--- src/rtl/trng_bus_master_if.sv ---
// trng_bus_master_if
// Groups the host byte link (rx/tx syn-ack handshakes) and the TRNG internal
// register bus into one bundle. The master modport is the command initiator;
// the slave modport is the far side (host link endpoints plus register responder).
interface trng_bus_master_if;
    // host link, receive direction
    logic        rx_syn;
    logic [7:0]  rx_data;
    logic        rx_ack;
    // host link, transmit direction
    logic        tx_syn;
    logic [7:0]  tx_data;
    logic        tx_ack;
    // internal register bus
    logic        cs;
    logic        we;
    logic [7:0]  address;
    logic [31:0] write_data;
    logic [31:0] read_data;
    logic        error;

    modport master (
        input  rx_syn, rx_data, tx_ack, read_data, error,
        output rx_ack, tx_syn, tx_data, cs, we, address, write_data
    );

    modport slave (
        output rx_syn, rx_data, tx_ack, read_data, error,
        input  rx_ack, tx_syn, tx_data, cs, we, address, write_data
    );
endinterface

--- src/rtl/trng_bus_master.sv ---
// trng_bus_master
// Byte-stream command initiator for the TRNG internal register bus. Framed
// read/write commands arrive over a syn/ack byte link, each is executed as a
// single-cycle bus transaction, and a framed response is streamed back.
//
// Optional feature: define TRNG_BUS_MASTER_ERR_RESP_EN to turn a bus error
// seen in the transaction cycle into a bus-error response frame. Without it,
// error is ignored and the OK response is always returned.
module trng_bus_master (
    input  logic              clk,
    input  logic              reset_n,
    trng_bus_master_if.master bus
);

    // framing constants
    localparam logic [7:0] SOC           = 8'h55;
    localparam logic [7:0] EOC           = 8'hAA;
    localparam logic [7:0] SOR           = 8'hAA;
    localparam logic [7:0] EOR           = 8'h55;
    localparam logic [7:0] CMD_READ      = 8'h10;
    localparam logic [7:0] CMD_WRITE     = 8'h11;
    localparam logic [7:0] RESP_READ_OK  = 8'h7F;
    localparam logic [7:0] RESP_WRITE_OK = 8'h7E;
    localparam logic [7:0] RESP_UNKNOWN  = 8'hFE;
    localparam logic [7:0] RESP_BUS_ERR  = 8'hFD;

    typedef enum logic [3:0] {
        S_IDLE,
        S_RX_CMD,
        S_RX_ADDR,
        S_RX_DATA,
        S_RX_EOC,
        S_RX_FLUSH,
        S_BUS,
        S_TX_LOAD,
        S_TX_SEND,
        S_TX_WAIT
    } state_t;

    state_t      r_state;
    state_t      w_state_nxt;

    // receive side
    logic        r_rx_ack;
    logic [7:0]  r_rx_byte;
    logic        w_receiving;
    logic        w_rx_take;
    logic        w_byte_vld;

    // command being assembled
    logic        r_is_write;
    logic [7:0]  r_cmd;
    logic [7:0]  r_addr_lat;
    logic [31:0] r_wdata_sh;
    logic [1:0]  r_byte_cnt;

    // bus-facing registers
    logic [7:0]  r_address;
    logic [31:0] r_write_data;
    logic        w_bus_err;

    // response buffer
    logic [7:0]  r_tx_buf [0:7];
    logic [2:0]  r_tx_idx;
    logic [2:0]  r_tx_last;

    // decoded outputs
    logic        w_cs;
    logic        w_we;
    logic        w_tx_syn;
    logic [7:0]  w_tx_data;

`ifdef TRNG_BUS_MASTER_ERR_RESP_EN
    assign w_bus_err = bus.error;
`else
    // error is deliberately ignored in this build
    logic w_unused_error;
    assign w_unused_error = bus.error;
    assign w_bus_err      = 1'b0;
`endif

    // Bytes are only accepted in the frame-parsing states; during the bus
    // cycle and the whole response the host byte stays pending.
    assign w_receiving = (r_state == S_IDLE)    || (r_state == S_RX_CMD)  ||
                         (r_state == S_RX_ADDR) || (r_state == S_RX_DATA) ||
                         (r_state == S_RX_EOC)  || (r_state == S_RX_FLUSH);

    // rx_syn is ignored while rx_ack is high, which limits the link to one
    // byte every two cycles and gives the source time to drop or advance.
    assign w_rx_take  = w_receiving && bus.rx_syn && !r_rx_ack;

    // The registered byte is decoded during its rx_ack cycle.
    assign w_byte_vld = r_rx_ack;

    // State register
    always_ff @(posedge clk) begin
        if (!reset_n) begin
            r_state <= S_IDLE;
        end else begin
            r_state <= w_state_nxt;
        end
    end

    // Next-state decode: frame parsing, bus cycle, response streaming
    always_comb begin
        w_state_nxt = r_state;
        unique case (r_state)
            S_IDLE: begin
                if (w_byte_vld && (r_rx_byte == SOC)) begin
                    w_state_nxt = S_RX_CMD;
                end
            end
            S_RX_CMD: begin
                if (w_byte_vld) begin
                    if ((r_rx_byte == CMD_READ) || (r_rx_byte == CMD_WRITE)) begin
                        w_state_nxt = S_RX_ADDR;
                    end else begin
                        w_state_nxt = S_RX_FLUSH;
                    end
                end
            end
            S_RX_ADDR: begin
                if (w_byte_vld) begin
                    w_state_nxt = r_is_write ? S_RX_DATA : S_RX_EOC;
                end
            end
            S_RX_DATA: begin
                if (w_byte_vld && (r_byte_cnt == 2'd3)) begin
                    w_state_nxt = S_RX_EOC;
                end
            end
            S_RX_EOC: begin
                // a wrong terminator silently drops the whole frame
                if (w_byte_vld) begin
                    w_state_nxt = (r_rx_byte == EOC) ? S_BUS : S_IDLE;
                end
            end
            S_RX_FLUSH: begin
                if (w_byte_vld && (r_rx_byte == EOC)) begin
                    w_state_nxt = S_TX_LOAD;
                end
            end
            S_BUS:     w_state_nxt = S_TX_SEND;
            S_TX_LOAD: w_state_nxt = S_TX_SEND;
            S_TX_SEND: begin
                if (bus.tx_ack) begin
                    w_state_nxt = (r_tx_idx == r_tx_last) ? S_IDLE : S_TX_WAIT;
                end
            end
            S_TX_WAIT: w_state_nxt = S_TX_SEND;
            default:   w_state_nxt = S_IDLE;
        endcase
    end

    // Output decode: bus strobe in the BUS state, current byte in TX_SEND
    always_comb begin
        w_cs      = 1'b0;
        w_we      = 1'b0;
        w_tx_syn  = 1'b0;
        w_tx_data = 8'h00;
        unique case (r_state)
            S_BUS: begin
                w_cs = 1'b1;
                w_we = r_is_write;
            end
            S_TX_SEND: begin
                w_tx_syn  = 1'b1;
                w_tx_data = r_tx_buf[r_tx_idx];
            end
            default: begin
                w_cs      = 1'b0;
            end
        endcase
    end

    // Receive handshake: one-cycle rx_ack after each accepted byte
    always_ff @(posedge clk) begin
        if (!reset_n) begin
            r_rx_ack <= 1'b0;
        end else begin
            r_rx_ack <= w_rx_take;
        end
    end

    // Capture the accepted host byte
    always_ff @(posedge clk) begin
        if (w_rx_take) begin
            r_rx_byte <= bus.rx_data;
        end
    end

    // Command-type flag and write-data byte counter
    always_ff @(posedge clk) begin
        if (!reset_n) begin
            r_is_write <= 1'b0;
            r_byte_cnt <= 2'd0;
        end else if (w_byte_vld) begin
            unique case (r_state)
                S_RX_CMD:  r_is_write <= (r_rx_byte == CMD_WRITE);
                S_RX_ADDR: r_byte_cnt <= 2'd0;
                S_RX_DATA: r_byte_cnt <= r_byte_cnt + 2'd1;
                default:   r_byte_cnt <= r_byte_cnt;
            endcase
        end
    end

    // Latch command code, address and the MSB-first write payload
    always_ff @(posedge clk) begin
        if (w_byte_vld) begin
            unique case (r_state)
                S_RX_CMD:  r_cmd      <= r_rx_byte;
                S_RX_ADDR: r_addr_lat <= r_rx_byte;
                S_RX_DATA: r_wdata_sh <= {r_wdata_sh[23:0], r_rx_byte};
                default:   r_cmd      <= r_cmd;
            endcase
        end
    end

    // Bus address/data move only on entry to the bus cycle; reads leave the
    // previous write data on the bus untouched.
    always_ff @(posedge clk) begin
        if (!reset_n) begin
            r_address    <= 8'h00;
            r_write_data <= 32'h0000_0000;
        end else if (w_state_nxt == S_BUS) begin
            r_address <= r_addr_lat;
            if (r_is_write) begin
                r_write_data <= r_wdata_sh;
            end
        end
    end

    // Build the response frame from the bus result or from the unknown command
    always_ff @(posedge clk) begin
        if (r_state == S_BUS) begin
            r_tx_buf[0] <= SOR;
            r_tx_buf[2] <= r_address;
            if (w_bus_err) begin
                r_tx_buf[1] <= RESP_BUS_ERR;
                r_tx_buf[3] <= EOR;
            end else if (r_is_write) begin
                r_tx_buf[1] <= RESP_WRITE_OK;
                r_tx_buf[3] <= EOR;
            end else begin
                r_tx_buf[1] <= RESP_READ_OK;
                r_tx_buf[3] <= bus.read_data[31:24];
                r_tx_buf[4] <= bus.read_data[23:16];
                r_tx_buf[5] <= bus.read_data[15:8];
                r_tx_buf[6] <= bus.read_data[7:0];
                r_tx_buf[7] <= EOR;
            end
        end else if (r_state == S_TX_LOAD) begin
            r_tx_buf[0] <= SOR;
            r_tx_buf[1] <= RESP_UNKNOWN;
            r_tx_buf[2] <= r_cmd;
            r_tx_buf[3] <= EOR;
        end
    end

    // Response length and read pointer; pointer advances on each tx_ack
    always_ff @(posedge clk) begin
        if (!reset_n) begin
            r_tx_idx  <= 3'd0;
            r_tx_last <= 3'd0;
        end else begin
            unique case (r_state)
                S_BUS: begin
                    r_tx_idx  <= 3'd0;
                    r_tx_last <= (!w_bus_err && !r_is_write) ? 3'd7 : 3'd3;
                end
                S_TX_LOAD: begin
                    r_tx_idx  <= 3'd0;
                    r_tx_last <= 3'd3;
                end
                S_TX_SEND: begin
                    if (bus.tx_ack) begin
                        r_tx_idx <= r_tx_idx + 3'd1;
                    end
                end
                default: begin
                    r_tx_idx <= r_tx_idx;
                end
            endcase
        end
    end

    assign bus.rx_ack     = r_rx_ack;
    assign bus.tx_syn     = w_tx_syn;
    assign bus.tx_data    = w_tx_data;
    assign bus.cs         = w_cs;
    assign bus.we         = w_we;
    assign bus.address    = r_address;
    assign bus.write_data = r_write_data;

endmodule

--- src/flat_wrapper.sv ---
// flat-port wrapper written by rule: the top's interface ports become plain ports
module trng_bus_master_flat 
  (clk, reset_n, bus_rx_syn, bus_rx_data, bus_tx_ack, bus_read_data, bus_error, bus_rx_ack, bus_tx_syn, bus_tx_data, bus_cs, bus_we, bus_address, bus_write_data);
  trng_bus_master_if bus_i ();
  input  logic clk;
  input  logic reset_n;
  input wire logic [$bits(bus_i.rx_syn)-1:0] bus_rx_syn;
  input wire logic [$bits(bus_i.rx_data)-1:0] bus_rx_data;
  input wire logic [$bits(bus_i.tx_ack)-1:0] bus_tx_ack;
  input wire logic [$bits(bus_i.read_data)-1:0] bus_read_data;
  input wire logic [$bits(bus_i.error)-1:0] bus_error;
  output wire logic [$bits(bus_i.rx_ack)-1:0] bus_rx_ack;
  output wire logic [$bits(bus_i.tx_syn)-1:0] bus_tx_syn;
  output wire logic [$bits(bus_i.tx_data)-1:0] bus_tx_data;
  output wire logic [$bits(bus_i.cs)-1:0] bus_cs;
  output wire logic [$bits(bus_i.we)-1:0] bus_we;
  output wire logic [$bits(bus_i.address)-1:0] bus_address;
  output wire logic [$bits(bus_i.write_data)-1:0] bus_write_data;
  assign bus_i.rx_syn = bus_rx_syn;
  assign bus_i.rx_data = bus_rx_data;
  assign bus_i.tx_ack = bus_tx_ack;
  assign bus_i.read_data = bus_read_data;
  assign bus_i.error = bus_error;
  assign bus_rx_ack = bus_i.rx_ack;
  assign bus_tx_syn = bus_i.tx_syn;
  assign bus_tx_data = bus_i.tx_data;
  assign bus_cs = bus_i.cs;
  assign bus_we = bus_i.we;
  assign bus_address = bus_i.address;
  assign bus_write_data = bus_i.write_data;
  trng_bus_master u_core (.clk(clk), .reset_n(reset_n), .bus(bus_i));
endmodule
--- config.mk ---
export PLATFORM = sky130hd
export DESIGN_NAME = trng_bus_master_flat
export DESIGN_NICKNAME = d
export VERILOG_FILES = /design/src/rtl/trng_bus_master_if.sv /design/src/rtl/trng_bus_master.sv /design/src/flat_wrapper.sv
export SDC_FILE = /design/constraint.sdc
export NUM_CORES = 1
export LEC_CHECK = 0
export CORE_UTILIZATION = 40
export CTS_BUF_LIST = sky130_fd_sc_hd__clkbuf_4
export DETAILED_ROUTE_END_ITERATION = 7
export GPL_ROUTABILITY_DRIVEN = 0
export PLACE_DENSITY = 0.67
export SYNTH_ARGS = -nofsm -noshare
export SYNTH_HDL_FRONTEND = slang
export SYNTH_SLANG_ARGS = --single-unit
--- constraint.sdc ---
create_clock -name clk -period 2.7 [get_ports clk]
set_input_delay 0.27 -clock clk [delete_from_list [all_inputs] [get_ports clk]]
set_output_delay 0.27 -clock clk [all_outputs]
set_load 0.01 [all_outputs]
==> results.md <==
- Status: finished, final reports clean
- Post-synth EDFFs: 88
- Die span in x: 124 um
- Register-to-register setup slack: 0.52 ns
- Grt total ovfl: 0
- Fill cells: 1,276
- NetSw: 0.858 mW
- #FFs+latches synth: 154
- Clk Latency, worst-skew pair: 0.53 ns
- Antenna violations before repair: 0
- FF-to-FF Start: u_core.r_state[1]
- Reg-to-Reg End: u_core.r_tx_buf[4][3]
- Sequential Power Share: 0.637
- Layout Cells excl Fill: 759
- Tmin final: 2.52 ns
- H-tree levels: 4
- Final nets: 609
- DR iter-0 viols: 327
- Skew final: 0.0180 ns
- Maximum VDD drop: 295 uV
- Top FF cell, synth: edfxtp_1
- Core area: 14,500 um^2
- I/O Buffers: 95
- Die Height: 124 um
- Syn Std Cell Area: 5920 um^2
- Switching share of power: 0.220
- Placed instance count: 727
- Layout area overhead: 24.5%
- Ys async rst share: 0
- Fmax: 0.397 GHz
- HPWL after detailed placement: 8900 um
- Post-Syn Nets: 509
- Vias in the first global route: 4,124
- Pins Over Slew Limit: 0
- N_diodes: 0
- WL/cell: 17.3 um
- Least-Margin Pin Slew: 0.769 ns
- Final Setup Violations: 0
- Largest net degree at the start of global routing: 53
- Critical path required time: 2.43 ns
- Pwr Total: 3.91 mW
- Setup TNS: 0 ns
- Post-Syn Instances: 462
- Avg Inst Size Synth: 12.8 um^2
- Ratio of cells with drive above 1 in the final layout: 0.123
- Clock network fraction of design power: 0.329
- Top-count cell post-synth: edfxtp_1
- Total wire length: 13,100 um
- Worst Setup Start Kind: register
- Root Driver: clkbuf_4
- Tcrit/Tclk final: 0.933
- Post-CTS Hold Buffers: 0
- GRT Resource Usage Total: 0.179
- Starting Density: 0.409
- Worst hold path class: primary input to register
- Synth unique cells: 54
- DRC viols: 0
- Antenna Nets Post-Route: 0
- Synth warn: 0
- Post-route design area: 7370 um^2
- Power per cell area: 530 nW/um^2
- Clk buf depth: 2
- Total internal power: 3.05 mW
- Pre-antenna DRT Iters: 5
- CP endpoint kind: primary output
- Setup bufs post-CTS: 0
- Reg2Reg Depth: 5
- Placed instance area: 7100 um^2
- Arrival time worst endpoint: 2.25 ns
- Worst slew margin: 0.485
- Sequential-to-total area share from yosys stat: 0.669
- Clk sinks: 154
- RSZ-0062 raised after global routing: no
- Die area: 15,300 um^2
- Critical path peak fanout: 9
- Critical Path Source: u_core.r_state[2]
- Cts bufs inserted: 17
- Clock-pin transition on the worst setup and hold timing paths: 0.13 ns
- Top cells by area, synth: edfxtp_1 (45%), dfxtp_1 (22%), a21boi_1 (5.5%)
- Rows: 44
- Vias: 4,045
- CTS tree: built
- Critical Path Sink: bus_tx_data[0]
- Top-Level Pins: 97
- Largest area contributor in the netlist: edfxtp_1
- Max-cap viol count: 0
- Gate power share: 0.034
- Pleak: 2.48 nW
- Top cell type's share of synthesized area: 0.446
- Final Hold Viols: 0
- Final Core Density: 0.509
- Vias per cell: 5.33
- Top cells by count, synth: edfxtp_1 (88), dfxtp_1 (66), a21boi_1 (43)
- First-pass GRT wire length: 20,600 um
- Critical path type: register to primary output
[registers in the layout (all words and copies together), names as in the netlist, named ones only]
signal,flops
u_core.r_cmd,8
u_core.r_rx_byte,8
u_core.r_wdata_sh,32
u_core.r_state,4
u_core.bus.address,8
u_core.r_tx_idx,3
u_core.r_addr_lat,8
u_core.bus.write_data,32
u_core.r_tx_last,2
u_core.r_tx_buf,42
u_core.r_is_write,1
u_core.r_byte_cnt,2
u_core.bus.rx_ack,1
[worst max-delay path: stages, from the launching register on]
cell             delay, ns
dfxtp_2               0.39
or4b_4                0.55
a211oi_1              0.18
clkdlybuf4s50_1       0.59
[layer usage]
| layer | vias up | global-route usage | share of wire |
|---|---|---|---|
| met4 | 0 | 0.0806 | 0.022 |
| li1 | 1959 | - | - |
| met2 | 128 | 0.285 | 0.49 |
| met1 | 1936 | 0.232 | 0.45 |
| met3 | 22 | 0.0408 | 0.043 |
| met5 | - | 0 | 0 |
[cells by family (layout without fill, tap and decap cells)]
family,after synthesis,in the layout,synth area share
flip-flops,154,154,0.669
AO/OA/AOI/OAI,137,137,0.157
AND/OR/NAND/NOR,111,111,0.102
buffers and inverters,35,148,0.0264
multiplexers,21,21,0.0383
adder cells (fa/ha/maj),2,2,0.00423
XOR/XNOR,2,2,0.00296
[layout by cell type (no fill, tap or decap), types with 3 or more instances in the layout]
master and count:
edfxtp_1 88, clkdlybuf4s50_1 87, dfxtp_1 62, a21boi_1 43
nand3_1 40, o21ai_0 27, clkbuf_4 21, o21ai_1 18
buf_4 17, nand2_1 15, nor2_1 13, mux2i_1 8
mux2_1 8, nand4_1 8, a221oi_1 7, dlygate4sd2_1 7
nand2b_1 6, a21oi_1 6, mux2_2 5, and3_1 5
o22ai_1 4, a211oi_1 4, o21a_1 4, o22a_1 4
a22o_1 4, a21boi_0 4, clkinv_2 4, and2_1 3
clkinv_4 3, dfxtp_2 3
[repair_timing]
item,4_1_cts,5_1_grt
gates resized for setup,16,2
endpoints found under the hold margin,0,0
setup endpoints to repair,10,2
[per-stage QoR]
step                hold WS (ns)  setup slack (ns)
floorplan                  0.369             0.520
global placement           0.434             0.321
detailed placement         0.432             0.255
CTS                        0.221            0.0226
global route               0.211            0.0309
finish                     0.279             0.181
[power by group through the flow]
| stage | clock network, mW | registers (mW) | logic [mW] |
|---|---|---|---|
| global route | 1.42 | 2.49 | 0.139 |
| finish | 1.29 | 2.49 | 0.131 |
| detailed placement | 0 | 2.54 | 0.131 |
| global placement | 0 | 2.54 | 0.128 |
| floorplan | 0 | 2.54 | 0.0484 |
| CTS | 1.33 | 2.49 | 0.131 |
[worst min path at each step]
stage / end / depth (start not counted) / start / slack [ns]
finish: u_core.r_tx_buf[6][2] / 1 / bus_read_data[2] / 0.28
global route: u_core.r_rx_byte[3] / 1 / bus_rx_data[3] / 0.21
CTS: u_core.r_tx_buf[6][6] / 1 / bus_read_data[6] / 0.22
detailed placement: u_core.r_wdata_sh[22] / 0 / u_core.r_wdata_sh[14] / 0.43
global placement: u_core.r_tx_buf[1][7] / 2 / u_core.r_tx_buf[1][7] / 0.43
floorplan: u_core.r_rx_byte[0] / 0 / bus_rx_data[0] / 0.37
[cell type report]
| type | instances | area (um^2) | area share |
|---|---|---|---|
| Tap cell | 184 | 230 | 0.0312 |
| Multi-Input combinational cell | 273 | 1820 | 0.247 |
| Inverter | 3 | 16.3 | 0.00221 |
| Clock buffer | 21 | 158 | 0.0214 |
| Clock inverter | 11 | 96.3 | 0.0131 |
| Timing Repair Buffer | 113 | 1080 | 0.147 |
| Sequential cell | 154 | 3970 | 0.539 |
No activity file was read; power rests on OpenSTA's default activity.
